==> src/rtl/alu_cp0_pkg.sv <==
// rtl/alu_cp0_pkg.sv - ALU codes, decode constants, CP0 indices and control-flag masks
package alu_cp0_pkg;

    localparam logic [3:0] ALU_SLL  = 4'd0;
    localparam logic [3:0] ALU_SRA  = 4'd1;
    localparam logic [3:0] ALU_SRL  = 4'd2;
    localparam logic [3:0] ALU_MUL  = 4'd3;
    localparam logic [3:0] ALU_ADD  = 4'd5;
    localparam logic [3:0] ALU_SUB  = 4'd6;
    localparam logic [3:0] ALU_AND  = 4'd7;
    localparam logic [3:0] ALU_OR   = 4'd8;
    localparam logic [3:0] ALU_XOR  = 4'd9;
    localparam logic [3:0] ALU_NOR  = 4'd10;
    localparam logic [3:0] ALU_SLT  = 4'd11;
    localparam logic [3:0] ALU_SLTU = 4'd12;

    localparam logic [5:0] OP_RTYPE = 6'h00;
    localparam logic [5:0] OP_J     = 6'h02;
    localparam logic [5:0] OP_JAL   = 6'h03;
    localparam logic [5:0] OP_BEQ   = 6'h04;
    localparam logic [5:0] OP_BNE   = 6'h05;
    localparam logic [5:0] OP_ADDI  = 6'h08;
    localparam logic [5:0] OP_ADDIU = 6'h09;
    localparam logic [5:0] OP_SLTI  = 6'h0A;
    localparam logic [5:0] OP_SLTIU = 6'h0B;
    localparam logic [5:0] OP_ANDI  = 6'h0C;
    localparam logic [5:0] OP_ORI   = 6'h0D;
    localparam logic [5:0] OP_XORI  = 6'h0E;
    localparam logic [5:0] OP_COP0  = 6'h10;
    localparam logic [5:0] OP_LW    = 6'h23;
    localparam logic [5:0] OP_SW    = 6'h2B;

    localparam logic [5:0] F_SLL     = 6'h00;
    localparam logic [5:0] F_SRL     = 6'h02;
    localparam logic [5:0] F_SRA     = 6'h03;
    localparam logic [5:0] F_JR      = 6'h08;
    localparam logic [5:0] F_SYSCALL = 6'h0C;
    localparam logic [5:0] F_ADD     = 6'h20;
    localparam logic [5:0] F_ADDU    = 6'h21;
    localparam logic [5:0] F_SUB     = 6'h22;
    localparam logic [5:0] F_SUBU    = 6'h23;
    localparam logic [5:0] F_AND     = 6'h24;
    localparam logic [5:0] F_OR      = 6'h25;
    localparam logic [5:0] F_XOR     = 6'h26;
    localparam logic [5:0] F_NOR     = 6'h27;
    localparam logic [5:0] F_SLT     = 6'h2A;
    localparam logic [5:0] F_SLTU    = 6'h2B;

    localparam logic [4:0]  CP0_RS_MF   = 5'd0;
    localparam logic [4:0]  CP0_RS_MT   = 5'd4;
    localparam logic [4:0]  CP0_STATUS  = 5'd12;
    localparam logic [4:0]  CP0_CAUSE   = 5'd13;
    localparam logic [4:0]  CP0_EPC     = 5'd14;
    localparam logic [31:0] ERET_WORD   = 32'h4200_0018;

    localparam int CTRL_IS_JAL     = 0;
    localparam int CTRL_IS_SHAMT   = 1;
    localparam int CTRL_MEM_TO_REG = 2;
    localparam int CTRL_REG_WRITE  = 3;
    localparam int CTRL_BNE_OR_BEQ = 4;
    localparam int CTRL_ALU_SRC    = 5;
    localparam int CTRL_IS_SYSCALL = 6;
    localparam int CTRL_ZERO_EXT   = 7;
    localparam int CTRL_MEM_READ   = 8;
    localparam int CTRL_MEM_WRITE  = 9;
    localparam int CTRL_JUMP       = 10;
    localparam int CTRL_BRANCH     = 11;
    localparam int CTRL_REG_DST    = 12;
    localparam int CTRL_IS_JR      = 13;
    localparam int CTRL_IS_COP0    = 14;
    localparam int CTRL_READ_RS    = 15;
    localparam int CTRL_READ_RT    = 16;

    localparam logic [16:0] ONE = 17'd1;
    localparam logic [16:0] C_RTYPE   = (ONE << CTRL_REG_DST) | (ONE << CTRL_REG_WRITE)
                                      | (ONE << CTRL_READ_RS) | (ONE << CTRL_READ_RT);
    localparam logic [16:0] C_SHIFT   = (ONE << CTRL_REG_DST) | (ONE << CTRL_REG_WRITE)
                                      | (ONE << CTRL_READ_RT) | (ONE << CTRL_IS_SHAMT);
    localparam logic [16:0] C_JR      = (ONE << CTRL_IS_JR) | (ONE << CTRL_JUMP) | (ONE << CTRL_READ_RS);
    localparam logic [16:0] C_SYSCALL = (ONE << CTRL_IS_SYSCALL) | (ONE << CTRL_READ_RS) | (ONE << CTRL_READ_RT);
    localparam logic [16:0] C_IMM     = (ONE << CTRL_ALU_SRC) | (ONE << CTRL_REG_WRITE) | (ONE << CTRL_READ_RS);
    localparam logic [16:0] C_IMM_ZX  = C_IMM | (ONE << CTRL_ZERO_EXT);
    localparam logic [16:0] C_LW      = C_IMM | (ONE << CTRL_MEM_READ) | (ONE << CTRL_MEM_TO_REG);
    localparam logic [16:0] C_SW      = (ONE << CTRL_ALU_SRC) | (ONE << CTRL_MEM_WRITE)
                                      | (ONE << CTRL_READ_RS) | (ONE << CTRL_READ_RT);
    localparam logic [16:0] C_BEQ     = (ONE << CTRL_BRANCH) | (ONE << CTRL_READ_RS) | (ONE << CTRL_READ_RT);
    localparam logic [16:0] C_BNE     = C_BEQ | (ONE << CTRL_BNE_OR_BEQ);
    localparam logic [16:0] C_J       = (ONE << CTRL_JUMP);
    localparam logic [16:0] C_JAL     = (ONE << CTRL_JUMP) | (ONE << CTRL_IS_JAL) | (ONE << CTRL_REG_WRITE);
    localparam logic [16:0] C_COP0    = (ONE << CTRL_IS_COP0);

endpackage

==> src/rtl/alu_cp0_control_unit_if.sv <==
// rtl/alu_cp0_control_unit_if.sv - ALU operand/result bundle between decoder and alu_core
interface alu_cp0_control_unit_if;
    logic [31:0] alu_x;
    logic [31:0] alu_y;
    logic [3:0]  alu_op;
    logic [31:0] alu_res;
    logic        equal;

    modport master (output alu_x, output alu_y, output alu_op, input alu_res, input equal);
    modport slave  (input alu_x, input alu_y, input alu_op, output alu_res, output equal);
endinterface

==> src/rtl/alu_core.sv <==
// rtl/alu_core.sv - combinational ALU; multiplier only when ALU_CP0_MUL_EN is defined
module alu_core
    import alu_cp0_pkg::*;
(
    alu_cp0_control_unit_if.slave bus
);

    logic [31:0] res;
    logic [4:0]  sh;

    assign sh = bus.alu_y[4:0];

    // Result select; unused codes fall through to zero
    always_comb begin
        res = 32'd0;
        case (bus.alu_op)
            ALU_SLL:  res = bus.alu_x << sh;
            ALU_SRA:  res = $unsigned($signed(bus.alu_x) >>> sh);
            ALU_SRL:  res = bus.alu_x >> sh;
`ifdef ALU_CP0_MUL_EN
            ALU_MUL:  res = bus.alu_x * bus.alu_y;
`endif
            ALU_ADD:  res = bus.alu_x + bus.alu_y;
            ALU_SUB:  res = bus.alu_x - bus.alu_y;
            ALU_AND:  res = bus.alu_x & bus.alu_y;
            ALU_OR:   res = bus.alu_x | bus.alu_y;
            ALU_XOR:  res = bus.alu_x ^ bus.alu_y;
            ALU_NOR:  res = ~(bus.alu_x | bus.alu_y);
            ALU_SLT:  res = {31'd0, $signed(bus.alu_x) < $signed(bus.alu_y)};
            ALU_SLTU: res = {31'd0, bus.alu_x < bus.alu_y};
            default:  res = 32'd0;
        endcase
    end

    assign bus.alu_res = res;
    assign bus.equal   = (bus.alu_x == bus.alu_y);

endmodule

==> src/rtl/alu_cp0_control_unit.sv <==
// rtl/alu_cp0_control_unit.sv - instruction decoder, CP0 exception unit and ALU wrapper (macro ALU_CP0_MUL_EN)
module alu_cp0_control_unit
    import alu_cp0_pkg::*;
#(
    parameter logic [31:0] HANDLER_ADDR = 32'h0000_0800
) (
    input  logic        clk,
    input  logic        reset,
    input  logic [31:0] instr,
    input  logic [31:0] pc_in,
    input  logic [31:0] din,
    input  logic [2:0]  exp_src,
    input  logic [31:0] alu_x,
    input  logic [31:0] alu_y,
    output logic [31:0] alu_res,
    output logic        equal,
    output logic [16:0] ctrl,
    output logic [3:0]  alu_op,
    output logic [31:0] cp0_dout,
    output logic [31:0] pc_out,
    output logic        ex_reg_write,
    output logic        is_eret,
    output logic        has_exp,
    output logic        exp_block
);

    logic [5:0]  op;
    logic [5:0]  funct;
    logic [4:0]  rs;
    logic [4:0]  rd;
    logic [16:0] dec_ctrl;
    logic [3:0]  dec_op;
    logic        is_mfc0;
    logic        is_mtc0;

    // Status keeps IE (bit0) and the three source masks (bits 3:1) only
    logic [3:0]  status_q, status_d;
    logic [2:0]  pend_q, pend_d;
    logic [31:0] epc_q, epc_d;
    logic        block_q, block_d;

    logic [2:0]  pend_w;
    logic [2:0]  enabled;
    logic [2:0]  svc;
    logic        unused_bits;

    assign op    = instr[31:26];
    assign funct = instr[5:0];
    assign rs    = instr[25:21];
    assign rd    = instr[15:11];
    assign unused_bits = ^{instr[20:16], instr[10:6], din[31:4]};

    alu_cp0_control_unit_if alu_bus ();

    assign alu_bus.alu_x  = alu_x;
    assign alu_bus.alu_y  = alu_y;
    assign alu_bus.alu_op = dec_op;
    assign alu_res        = alu_bus.alu_res;
    assign equal          = alu_bus.equal;

    alu_core u_alu (.bus(alu_bus.slave));

    // Decode op/funct into control flags and ALU operation
    always_comb begin
        dec_ctrl = '0;
        dec_op   = ALU_SLL;
        case (op)
            OP_RTYPE: begin
                case (funct)
                    F_ADD, F_ADDU: begin dec_ctrl = C_RTYPE;   dec_op = ALU_ADD;  end
                    F_SUB, F_SUBU: begin dec_ctrl = C_RTYPE;   dec_op = ALU_SUB;  end
                    F_AND:         begin dec_ctrl = C_RTYPE;   dec_op = ALU_AND;  end
                    F_OR:          begin dec_ctrl = C_RTYPE;   dec_op = ALU_OR;   end
                    F_XOR:         begin dec_ctrl = C_RTYPE;   dec_op = ALU_XOR;  end
                    F_NOR:         begin dec_ctrl = C_RTYPE;   dec_op = ALU_NOR;  end
                    F_SLT:         begin dec_ctrl = C_RTYPE;   dec_op = ALU_SLT;  end
                    F_SLTU:        begin dec_ctrl = C_RTYPE;   dec_op = ALU_SLTU; end
                    F_SLL:         begin dec_ctrl = C_SHIFT;   dec_op = ALU_SLL;  end
                    F_SRL:         begin dec_ctrl = C_SHIFT;   dec_op = ALU_SRL;  end
                    F_SRA:         begin dec_ctrl = C_SHIFT;   dec_op = ALU_SRA;  end
                    F_JR:          dec_ctrl = C_JR;
                    F_SYSCALL:     dec_ctrl = C_SYSCALL;
                    default:       dec_ctrl = '0;
                endcase
            end
            OP_ADDI, OP_ADDIU: begin dec_ctrl = C_IMM;    dec_op = ALU_ADD;  end
            OP_SLTI:           begin dec_ctrl = C_IMM;    dec_op = ALU_SLT;  end
            OP_SLTIU:          begin dec_ctrl = C_IMM;    dec_op = ALU_SLTU; end
            OP_ANDI:           begin dec_ctrl = C_IMM_ZX; dec_op = ALU_AND;  end
            OP_ORI:            begin dec_ctrl = C_IMM_ZX; dec_op = ALU_OR;   end
            OP_XORI:           begin dec_ctrl = C_IMM_ZX; dec_op = ALU_XOR;  end
            OP_LW:             begin dec_ctrl = C_LW;     dec_op = ALU_ADD;  end
            OP_SW:             begin dec_ctrl = C_SW;     dec_op = ALU_ADD;  end
            OP_BEQ:            begin dec_ctrl = C_BEQ;    dec_op = ALU_SUB;  end
            OP_BNE:            begin dec_ctrl = C_BNE;    dec_op = ALU_SUB;  end
            OP_J:              dec_ctrl = C_J;
            OP_JAL:            dec_ctrl = C_JAL;
            OP_COP0:           dec_ctrl = C_COP0;
            default:           dec_ctrl = '0;
        endcase
    end

    assign ctrl   = dec_ctrl;
    assign alu_op = dec_op;

    assign is_mfc0      = (op == OP_COP0) && (rs == CP0_RS_MF);
    assign is_mtc0      = (op == OP_COP0) && (rs == CP0_RS_MT);
    assign is_eret      = (instr == ERET_WORD);
    assign ex_reg_write = is_mfc0;

    // Live sources count as pending in the same cycle they are raised
    assign pend_w    = pend_q | exp_src;
    assign enabled   = pend_w & status_q[3:1];
    assign svc       = enabled & (~enabled + 3'd1);
    assign has_exp   = status_q[0] & ~block_q & (|enabled);
    assign exp_block = block_q;

    // mfc0 read port; unimplemented registers read zero
    always_comb begin
        cp0_dout = 32'd0;
        if (is_mfc0) begin
            case (rd)
                CP0_STATUS: cp0_dout = {28'd0, status_q};
                CP0_CAUSE:  cp0_dout = {29'd0, pend_w};
                CP0_EPC:    cp0_dout = epc_q;
                default:    cp0_dout = 32'd0;
            endcase
        end
    end

    // Redirect: eret has priority over a simultaneous exception
    always_comb begin
        pc_out = 32'd0;
        if (is_eret)      pc_out = epc_q;
        else if (has_exp) pc_out = HANDLER_ADDR;
    end

    // CP0 next state: mtc0 writes, pending capture, exception entry and eret
    always_comb begin
        status_d = status_q;
        pend_d   = pend_w;
        epc_d    = epc_q;
        block_d  = block_q;
        if (is_mtc0) begin
            case (rd)
                CP0_STATUS: status_d = din[3:0];
                CP0_CAUSE:  pend_d   = din[2:0] | exp_src;
                CP0_EPC:    epc_d    = din;
                default:    ;
            endcase
        end
        if (is_eret) begin
            block_d = 1'b0;
        end else if (has_exp) begin
            epc_d   = pc_in;
            block_d = 1'b1;
            pend_d  = pend_d & ~svc;
        end
    end

    // CP0 register bank with synchronous active-low reset
    always_ff @(posedge clk) begin
        if (!reset) begin
            status_q <= '0;
            pend_q   <= '0;
            epc_q    <= '0;
            block_q  <= 1'b0;
        end else begin
            status_q <= status_d;
            pend_q   <= pend_d;
            epc_q    <= epc_d;
            block_q  <= block_d;
        end
    end

endmodule

==> config.mk <==
export PLATFORM = sky130hd
export DESIGN_NAME = alu_cp0_control_unit
export DESIGN_NICKNAME = d
export VERILOG_FILES = /design/src/rtl/alu_cp0_pkg.sv /design/src/rtl/alu_cp0_control_unit_if.sv /design/src/rtl/alu_core.sv /design/src/rtl/alu_cp0_control_unit.sv
export SDC_FILE = /design/constraint.sdc
export NUM_CORES = 1
export LEC_CHECK = 0
export ABC_AREA = 1
export CAP_MARGIN = 20
export CORE_UTILIZATION = 45
export CTS_CLUSTER_SIZE = 40
export DETAILED_ROUTE_END_ITERATION = 8
export PLACE_DENSITY = 0.76
export SYNTH_ARGS = -nofsm -noshare
export SYNTH_HDL_FRONTEND = slang
export SYNTH_SLANG_ARGS = --single-unit
==> constraint.sdc <==
create_clock -name clk -period 6.15 [get_ports clk]
set_input_delay 1.23 -clock clk [delete_from_list [all_inputs] [get_ports clk]]
set_output_delay 1.23 -clock clk [all_outputs]
set_load 0.05 [all_outputs]
### Word level (Yosys, flattened, before mapping)

Cells that the tools add are included.

| storage, ports and cells | value |
|---|---|
| register bits | 40 |
| logic and storage cells | 105 |

| operators by class | value |
|---|---|
| add/subtract/negate cells | 3 |
| magnitude comparators | 2 |
| eq/ne operators | 44 |
| shift-type cells | 3 |
| multiplexer cells | 17 |
| bitwise logic cells | 15 |
| reduce and logical (&&, ||, !) cells | 17 |

Operator list:

| operator | number |
|---|---|
| case mux 32 bit (11 select lines) | 1 |
| two-way mux 32 bit | 6 |
| case mux 17 bit (10 select lines) | 1 |
| case mux 32 bit (3 select lines) | 1 |
| equality test 6 bit, second input constant | 12 |
| case mux 17 bit (4 select lines) | 1 |
| < comparator 32 bit | 2 |
| equality test 6 x 4 -> 1 bit, second input constant | 9 |
| case mux 4 bit (10 select lines) | 1 |
| adder 32 bit | 1 |
| bitwise AND 32 bit | 1 |
| equality test 32 x 31 -> 1 bit, second input constant | 1 |
| equality test 32 bit | 1 |
| inverter 32 bit | 1 |
| OR 32 bit | 1 |
| case mux 4 bit (8 select lines) | 1 |
| << shifter 32 x 5 -> 32 bit | 1 |
| right shift 32 x 5 -> 32 bit | 1 |
| >>> shifter 32 x 5 -> 32 bit | 1 |
| subtractor 32 bit | 1 |
| XOR 32 bit | 1 |
| equality test 6 x 2 -> 1 bit, second input constant | 4 |
| equality test 4 bit, second input constant | 5 |
| equality test 5 x 4 -> 1 bit, second input constant | 3 |
| 23 further kinds | 43 |

### Longest topological paths before layout

Gate-level depths: netlist (run 1).

| logic depth | value |
|---|---|
| depth in word-level cells | 9 |
| depth in mapped cells | 23 |
| depth with buffers taken out | 19 |

### Modules after synthesis

A second synthesis (run 1) with hierarchy kept.

| unflattened totals | value |
|---|---|
| cell total of the unflattened synthesis | 2852 |
| area, all modules | 14244.9 µm² |

By module, submodules not included:

| module | times used | cells an instance | area an instance (µm²) | sequential area each (µm²) |
|---|---|---|---|---|
| alu_core | 1 | 2186 | 10583.9 | 0.0 |
| alu_cp0_control_unit | 1 | 666 | 3661.0 | 800.8 |

### Least setup slack after synthesis (run 1)

No wires, ideal clock.

| timing path | value |
|---|---|
| path type | input to output |
| from | in instr[27] |
| to | out cp0_dout[11] |
| data arrival time | 4.879 ns |
| required time | 4.920 ns |
| setup slack | 0.041 ns |
| stages on the path | 9 |
| path buffers | 2 |
| cells stage by stage | buf_2 > nor2_2 > nand4_1 > inv_1 > nand3_1 > nor3_1 > inv_2 > buf_1 > nor3_1 |

| on the way | value |
|---|---|
| longest elaborated chain between the ends | 3 |

Ends and longest elaborated chain:

| item | RTL line | RTL |
|---|---|---|
| from (decl) | alu_cp0_control_unit.sv:9 | `input logic [31:0] instr,` |
| equality test 6 x 5 -> 1 bit | alu_cp0_control_unit.sv:106 | `assign is_mfc0 = (op == OP_COP0) && (rs == CP0_RS_MF);` |
| logical AND 1 bit | alu_cp0_control_unit.sv:106 |  |
| via ex_reg_write | alu_cp0_control_unit.sv:21 | `output logic ex_reg_write,` |
| two-way mux 32 bit | alu_cp0_control_unit.sv:121 | `if (is_mfc0) begin` |
| to (decl) | alu_cp0_control_unit.sv:19 | `output logic [31:0] cp0_dout,` |

The timed path passes the listed nets, and every way through them passes these cells.

### Worst setup path in the final report (run 1)

| timing path | value |
|---|---|
| from | in alu_x[8] |
| to | out alu_res[31] |

| on the way | value |
|---|---|
| longest elaborated chain between the ends | 2 |

Ends and longest elaborated chain:

| item | RTL line | RTL |
|---|---|---|
| from (decl) | alu_cp0_control_unit.sv:13 | `input logic [31:0] alu_x,` |
| subtractor 32 bit, or another cell as far along | alu_core.sv:24 | `ALU_SUB: res = bus.alu_x - bus.alu_y;` |
| case mux 32 bit (11 select lines) * | alu_core.sv:16 | `case (bus.alu_op)` |
| to (decl) | alu_cp0_control_unit.sv:15 | `output logic [31:0] alu_res,` |

Mark *: on every way between the ends. The rest lies on a longest branch, timed or not.

==> results by group, run 1 <==
Synthesis
  • Largest family of logic cells by synthesized area: simple AND/OR/NAND/NOR gates
  • Ys Warns: 0
  • #FFs+latches synth: 40
  • Synth Area in Simple Gates: 57.57%
  • Synth cell types: 49
  • Post-Syn Area: 0.01424 mm2
  • Synthesized area per cell: 4.857 um2
  • Commonest register cell after synthesis: dfxtp_1
  • Post-Synth Adder-Cell Area: 8.801%
  • Synth Net Count: 3197
  • Xor-xnor portion of the synthesized cell area: 2.029%
  • Post-synthesis sequential area ratio: 5.621%
  • Compound-cell area share of the yosys netlist: 11.50%
  • Cell taking the most area after synthesis: nand2_1
  • Async set or reset register ratio after synthesis: 0%
  • Number of enable flip-flop cells after synthesis: 0
  • Synth Instances: 2933
  • Multiplexer share of the synthesized area: 0%
  • Area contributors post-synth: nand2_1 (26%), nand3_1 (14%), nor2_1 (10%)
  • Synth top area share: 25.59%

CTS
  • TritonCTS Sinks: 40
  • Clock Path Buffers: 2
  • Htree depth: 2
  • CTS root buffer: clkbuf_16
  • Post-CTS Resized: 0
  • Post-CTS Hold Fix Bufs: 0
  • Post CTS Setup Buffer Count: 0
  • Clock slew at reported path FFs: 0.05 ns
  • Worst skew pair latency: 0.28 ns
  • TritonCTS Buffers: 5
  • CTS tree: yes

STA
  • Hold Vio Cnt, Final: 0
  • Final worst path period need: 5.856 ns
  • Max transition margin: 36.22%
  • RSZ-0062 raised after global routing: false
  • Fin crit share: 95.23%
  • Final Max Tran Viols: 0
  • Max Clk Rate: 170.8 MHz
  • Final TNS setup: 0 ns
  • Worst Skew: 0.009999 ns
  • Worst-Margin Slew: 0.9556 ns
  • Endpoints failing setup: 0

Finish
  • Nets: 3394
  • Commonest non-fill, non-tap cell in the layout: nand2_1
  • Area of the multi-input gates: 0.01140 mm2
  • Fillers: 3284
  • Commonest non-fill, non-tap cells in the layout: nand2_1 (971), nand3_1 (410), nor2_1 (395)
  • Register area: 800.8 um2
  • Area delta synth->final: 23.48%
  • Layout cells sized above 1: 5.462%
  • Post-route cell area: 0.01759 mm2

Placement
  • IO Port Bufs: 286
  • Placed standard-cell area: 0.01742 mm2
  • Post-detail-place hpwl: 57.43 mm
  • Final GP Congestion: 1.067

Hold path
  • Worst hold path class: reg -> reg
  • Hold Startpoint: status_q[1]$_SDFFE_PN0P_
  • Cell count of the worst hold path: 2
  • Hold Path Sink: status_q[1]$_SDFFE_PN0P_

Global routing
  • Pin count of the biggest net entering global routing: 81
  • Total gr overflow: 0
  • Number of global-route vias before repair: 18890
  • Total global-route track usage: 42.09%
  • First-pass GRT wire length: 107.1 mm
  • Initial antenna violation count: 3

Critical path
  • Crit Path Max Fanout: 8
  • Setup crit start kind: input pin
  • Flop-to-flop setup slack: 4.36 ns
  • Worst EP required: 4.92 ns
  • Capturing element type of the critical path: output pin
  • Worst r2r path cells: 12
  • Crit path kind: in -> out
  • Worst path arrival time: 4.63 ns
  • R2r startpoint: pend_q[1]$_SDFF_PN0_
  • Worst R2R End: epc_q[13]$_SDFF_PN0_

Drt
  • Antenna Violating Nets Remaining: 0
  • Routed via count: 20490
  • First-iteration detailed-routing DRC count: 3039
  • Total Routed Length: 70.74 mm
  • Post-route DRC violation count: 4
  • Drt pass-1 iters: 9
  • Vias per inst: 5.808
  • DR WL/cell: 20.05 um

Power and ir drop
  • Leak pwr: 9.082 nW
  • Max VDD drop: 107.7 uV
  • Cell area power density: 113.2 mW/mm2

Floorplan
  • Core area: 0.03083 mm2
  • Initial core utilization: 46.21%
  • I/O pins: 287
  • Std cell rows: 64
  • Die X: 179.9 um
  • Die Y: 179.9 um
  • Die area: 0.03237 mm2

Run
  • Max_cap viols: 0

Outcome
  • Status: complete, but fails checks
  • Failing checks: design-rule violations
[sequential cells by signal (all words and copies together), names as in the netlist]
name and flops:
epc_q 32, status_q 4, pend_q 3, exp_block 1
[per-stage QoR]
step	setup slack [ns]	util (%)	total power, W	instances	hold slack (ns)
6_report	0.2936	57.05	0.001990	3528	0.4839
5_1_grt	0.1157	57.05	0.002110	3528	0.5097
4_1_cts	0.3334	56.96	0.001948	3526	0.4839
3_5_place_dp	0.3486	56.49	0.001689	3518	0.4757
3_3_place_gp	0.3421	56.49	0.001684	3518	0.4649
2_1_floorplan	0.04070	-	0.001138	2933	0.4446
[worst max path at each step]
stage	from	endpoint	depth (start not counted)
final	alu_x[8]	alu_res[31]	17
after global routing	alu_x[8]	alu_res[31]	17
after CTS	alu_x[8]	alu_res[31]	17
after detailed placement	alu_x[8]	alu_res[31]	17
after global placement	alu_x[8]	alu_res[31]	17
after floorplan	instr[27]	cp0_dout[11]	9
[cell families (layout without fill, tap and decap cells)]
group / count (synthesis) / after routing
simple gates: 1934 / 1934
buf+inv: 523 / 721
compound gates: 304 / 304
fa+ha+maj: 99 / 99
flops: 40 / 40
xor+xnor: 33 / 33
other cells: 0 / 1
[layout make-up]
type | instances | area share, %
Timing Repair Buffer | 344 | 19.12
Multi-Input combinational cell | 2370 | 64.80
Tap cell | 396 | 2.817
Clock buffer | 5 | 0.7113
Antenna cell | 1 | 0.01423
Inverter | 369 | 7.882
Sequential cell | 40 | 4.553
Clock inverter | 3 | 0.1067
[synth_stat cells (2+ instances only)]
master    instances
nand4_1          40
nor2_2            9
o21a_1            2
xor2_1           33
a21o_1            2
a21oi_4           2
buf_4             7
inv_1           348
buf_2            31
o21ai_1          45
inv_2            20
nor3_1           44
nand3_2           4
nand3_1         410
a31oi_1           5
dfxtp_1          40
nor2_4            7
buf_6             3
clkbuf_1         79
fa_1              2
nand3b_1         11
ha_1             97
nor2_1          397
nand2_1         971
o211ai_1          9
nor4_1            8
nand2_2           9
buf_1            33
nand2_4           2
o21ai_0         145
and2_1           11
o311ai_0          3
or2_2             5
a21oi_1          76
o21bai_1          8
a21oi_2           2
[power by group]
group	internal [W]	leakage (nW)	switching (W)
Sequential	0.000260	0.323	0.000000480
Combinational	0.000466	8.69	0.00101
Clock	0.000150	0.0736	0.000108
Total	0.000876	9.08	0.00111
[metal layers]
metal | vias to the layer above | global-route usage, % | share of wire (%)
met2 | 1231 | 69.57 | 45
met4 | 4 | 21.41 | 5.4
li1 | 9668 | - | -
met3 | 231 | 6.989 | 10
met1 | 9358 | 52.56 | 39
met5 | - | 0 | 0.038
[worst max-delay path, stage by stage]
cell and delay, ns:
clkdlybuf4s50_1 0.74, inv_1 0.09, ha_1 0.50, nand2_1 0.16, inv_1 0.12, nand2_1 0.08
nor3_1 0.46, nand2_1 0.11, nand2_1 0.24, nand2_1 0.21, nand3_1 0.13, nand2_1 0.05
nand2_1 0.05, nand2_1 0.06, nor2_1 0.09, nand3_1 0.09, buf_4 0.20
No activity file was read; power rests on OpenSTA's default activity.
==> run 2, diff against run 1 <==
--- a/config.mk
+++ b/config.mk
@@ -7,10 +7,10 @@
 export LEC_CHECK = 0
 export ABC_AREA = 1
 export CAP_MARGIN = 20
-export CORE_UTILIZATION = 45
+export CORE_UTILIZATION = 40
 export CTS_CLUSTER_SIZE = 40
 export DETAILED_ROUTE_END_ITERATION = 8
-export PLACE_DENSITY = 0.76
+export PLACE_DENSITY = 0.7
 export SYNTH_ARGS = -nofsm -noshare
 export SYNTH_HDL_FRONTEND = slang
 export SYNTH_SLANG_ARGS = --single-unit
==> run 2 against run 1 <==
Compared with the run above:
- the flow now finishes without violations
- critical path depth fell by 8
- via count is 2.4% lower
- combinational power up 4%
- routed wire length decreased by 1.4%
- clock power grew 3%
- clock skew fell by 0.0081 ns
- utilization decreased by 5.5 points
- non-clock buffer count decreased by 2
- final cell count up 1.6%
- setup slack improved by 0.12 ns
==> results by group, run 2 (same netlist as run 1, synthesis figures left out) <==
Outcome
  • Status: completed (was complete, but fails checks)

Hold path
  • Cell count of the worst hold path: 2 (unchanged)
  • Worst hold path class: reg -> reg (unchanged)
  • Hold Startpoint: status_q[1]$_SDFFE_PN0P_ (unchanged)

CTS
  • CTS root buffer: clkbuf_16 (unchanged)
  • TritonCTS Buffers: 5 (unchanged)
  • Clock Path Buffers: 2 (unchanged)
  • CTS tree: yes (unchanged)
  • Post CTS Setup Buffer Count: 0 (unchanged)
  • TritonCTS Sinks: 40 (unchanged)
  • Post-CTS Hold Fix Bufs: 0 (unchanged)
  • Clock slew at reported path FFs: 0.06 ns (was 0.05 ns)
  • Worst skew pair latency: 0.29 ns (was 0.28 ns)
  • Htree depth: 2 (unchanged)
  • Post-CTS Resized: 0 (unchanged)

Drt
  • Vias per inst: 5.581 (was 5.808)
  • First-iteration detailed-routing DRC count: 2108 (was 3039)
  • Drt pass-1 iters: 6 (was 9)
  • Total Routed Length: 69.78 mm (was 70.74 mm)
  • Antenna Violating Nets Remaining: 0 (unchanged)
  • DR WL/cell: 19.46 um (was 20.05 um)
  • Post-route DRC violation count: 0 (was 4)
  • Routed via count: 20010 (was 20490)

Critical path
  • Worst path arrival time: 4.51 ns (was 4.63 ns)
  • Crit Path Max Fanout: 32 (was 8)
  • Worst EP required: 4.92 ns (about the same)
  • Crit path kind: in -> out (unchanged)
  • Setup crit start kind: input pin (unchanged)
  • Setup crit start: instr[1] (was alu_x[8])
  • Capturing element type of the critical path: output pin (unchanged)
  • Worst r2r path cells: 12 (unchanged)
  • R2r startpoint: pend_q[1]$_SDFF_PN0_ (unchanged)

Global routing
  • Initial antenna violation count: 1 (was 3)
  • Number of global-route vias before repair: 18360 (was 18890)
  • Total gr overflow: 0 (unchanged)
  • Total global-route track usage: 37.23% (was 42.09%)
  • Pin count of the biggest net entering global routing: 74 (was 81)
  • First-pass GRT wire length: 104.2 mm (was 107.1 mm)

Power and ir drop
  • Post-route total power: 0.002059 W (was 0.001990 W)
  • Max VDD drop: 91.59 uV (was 107.7 uV)
  • Leak pwr: 9.156 nW (was 9.082 nW)
  • Cell area power density: 114.8 mW/mm2 (was 113.2 mW/mm2)

Floorplan
  • Die area: 0.03637 mm2 (was 0.03237 mm2)
  • Die Y: 190.7 um (was 179.9 um)
  • Initial core utilization: 40.94% (was 46.21%)
  • I/O pins: 287 (unchanged)
  • Die X: 190.7 um (was 179.9 um)
  • Std cell rows: 68 (was 64)
  • Core area: 0.03480 mm2 (was 0.03083 mm2)

Finish
  • Commonest non-fill, non-tap cell in the layout: nand2_1 (unchanged)
  • Area delta synth->final: 25.88% (was 23.48%)
  • Biggest register: epc_q (unchanged)
  • Fillers: 3860 (was 3284)
  • Largest regs: epc_q: 32 flops, status_q: 4 flops, pend_q: 3 flops (unchanged)
  • Layout cells sized above 1: 5.433% (was 5.462%)
  • Max reg flops: 32 (unchanged)
  • Nets: 3392 (was 3394)
  • Commonest non-fill, non-tap cells in the layout: nand2_1 (971), nand3_1 (410), nor2_1 (394) (was nand2_1 (971), nand3_1 (410), nor2_1 (395))

STA
  • Max transition margin: 39.63% (was 36.22%)
  • Endpoints failing setup: 0 (unchanged)
  • RSZ-0062 raised after global routing: false (unchanged)
  • Hold Vio Cnt, Final: 0 (unchanged)
  • Final TNS setup: 0 ns (unchanged)
  • Worst-Margin Slew: 0.8973 ns (was 0.9556 ns)
  • Final worst path period need: 5.735 ns (was 5.856 ns)
  • Max Clk Rate: 174.4 MHz (was 170.8 MHz)
  • Final Max Tran Viols: 0 (unchanged)
  • Fin crit share: 93.25% (was 95.23%)
  • Worst Skew: 0.001926 ns (was 0.009999 ns)

Run
  • Max_cap viols: 0 (unchanged)

Placement
  • IO Port Bufs: 286 (unchanged)
  • Post-detail-place hpwl: 57.38 mm (was 57.43 mm)
  • Final GP Congestion: 1.062 (was 1.067)
==> run 2: power breakdown <==
group          total [W]  internal, W  switching (W)
combinational    0.00153     0.000530        0.00100
sequential      0.000261     0.000260    0.000000450
clock           0.000267     0.000160       0.000107
==> run 2: cell type report <==
class / count / area [um2] / share of cell area (%)
multi-input combinational: 2370 / 11400 / 63.58
timing repair buffer: 342 / 3623 / 20.21
inverter: 369 / 1386 / 7.732
sequential: 40 / 800.8 / 4.466
tap: 455 / 569.3 / 3.175
clock buffer: 6 / 138.9 / 0.7745
clock inverter: 2 / 10.01 / 0.05582
antenna: 1 / 2.502 / 0.01396
==> run 2: final timing paths <==
kind / endpoint / slack, ns
setup / recovery: pc_out[24] / 0.41
hold / removal: status_q[1]$_SDFFE_PN0P_ / 0.49
setup reg to reg: epc_q[15]$_SDFF_PN0_ / 4.38
hold reg to reg: status_q[1]$_SDFFE_PN0P_ / 0.49
==> run 2: stage by stage <==
stage	utilization (%)	hold WS, ns	instances	worst slack, ns	area, um2
2_1_floorplan	-	0.4446	2933	0.04070	14240
3_3_place_gp	51.01	0.4687	3575	0.5249	17750
3_5_place_dp	51.09	0.4778	3576	0.4427	17780
4_1_cts	51.52	0.4857	3584	0.4379	17930
5_1_grt	51.53	0.5163	3585	0.1018	17930
6_report	51.53	0.4855	3585	0.4149	17930
==> run 2: critical path, stage by stage <==
cell and delay, ns:
clkdlybuf4s50_1 0.53, nor2_1 0.29, nand2_1 0.16, nor4_1 0.23, nand3_1 0.16, nor2_1 0.33
inv_1 0.49, nor2_1 0.23, clkdlybuf4s50_1 0.84
==> run 2: layer usage <==
metal / global-route usage (%) / vias up / share of wire [%]
li1: - / 9664 / -
met1: 49.89 / 9177 / 43
met2: 59.36 / 1005 / 44
met3: 5.613 / 161 / 9.4
met4: 14.68 / 0 / 4.3
met5: 0 / - / 0
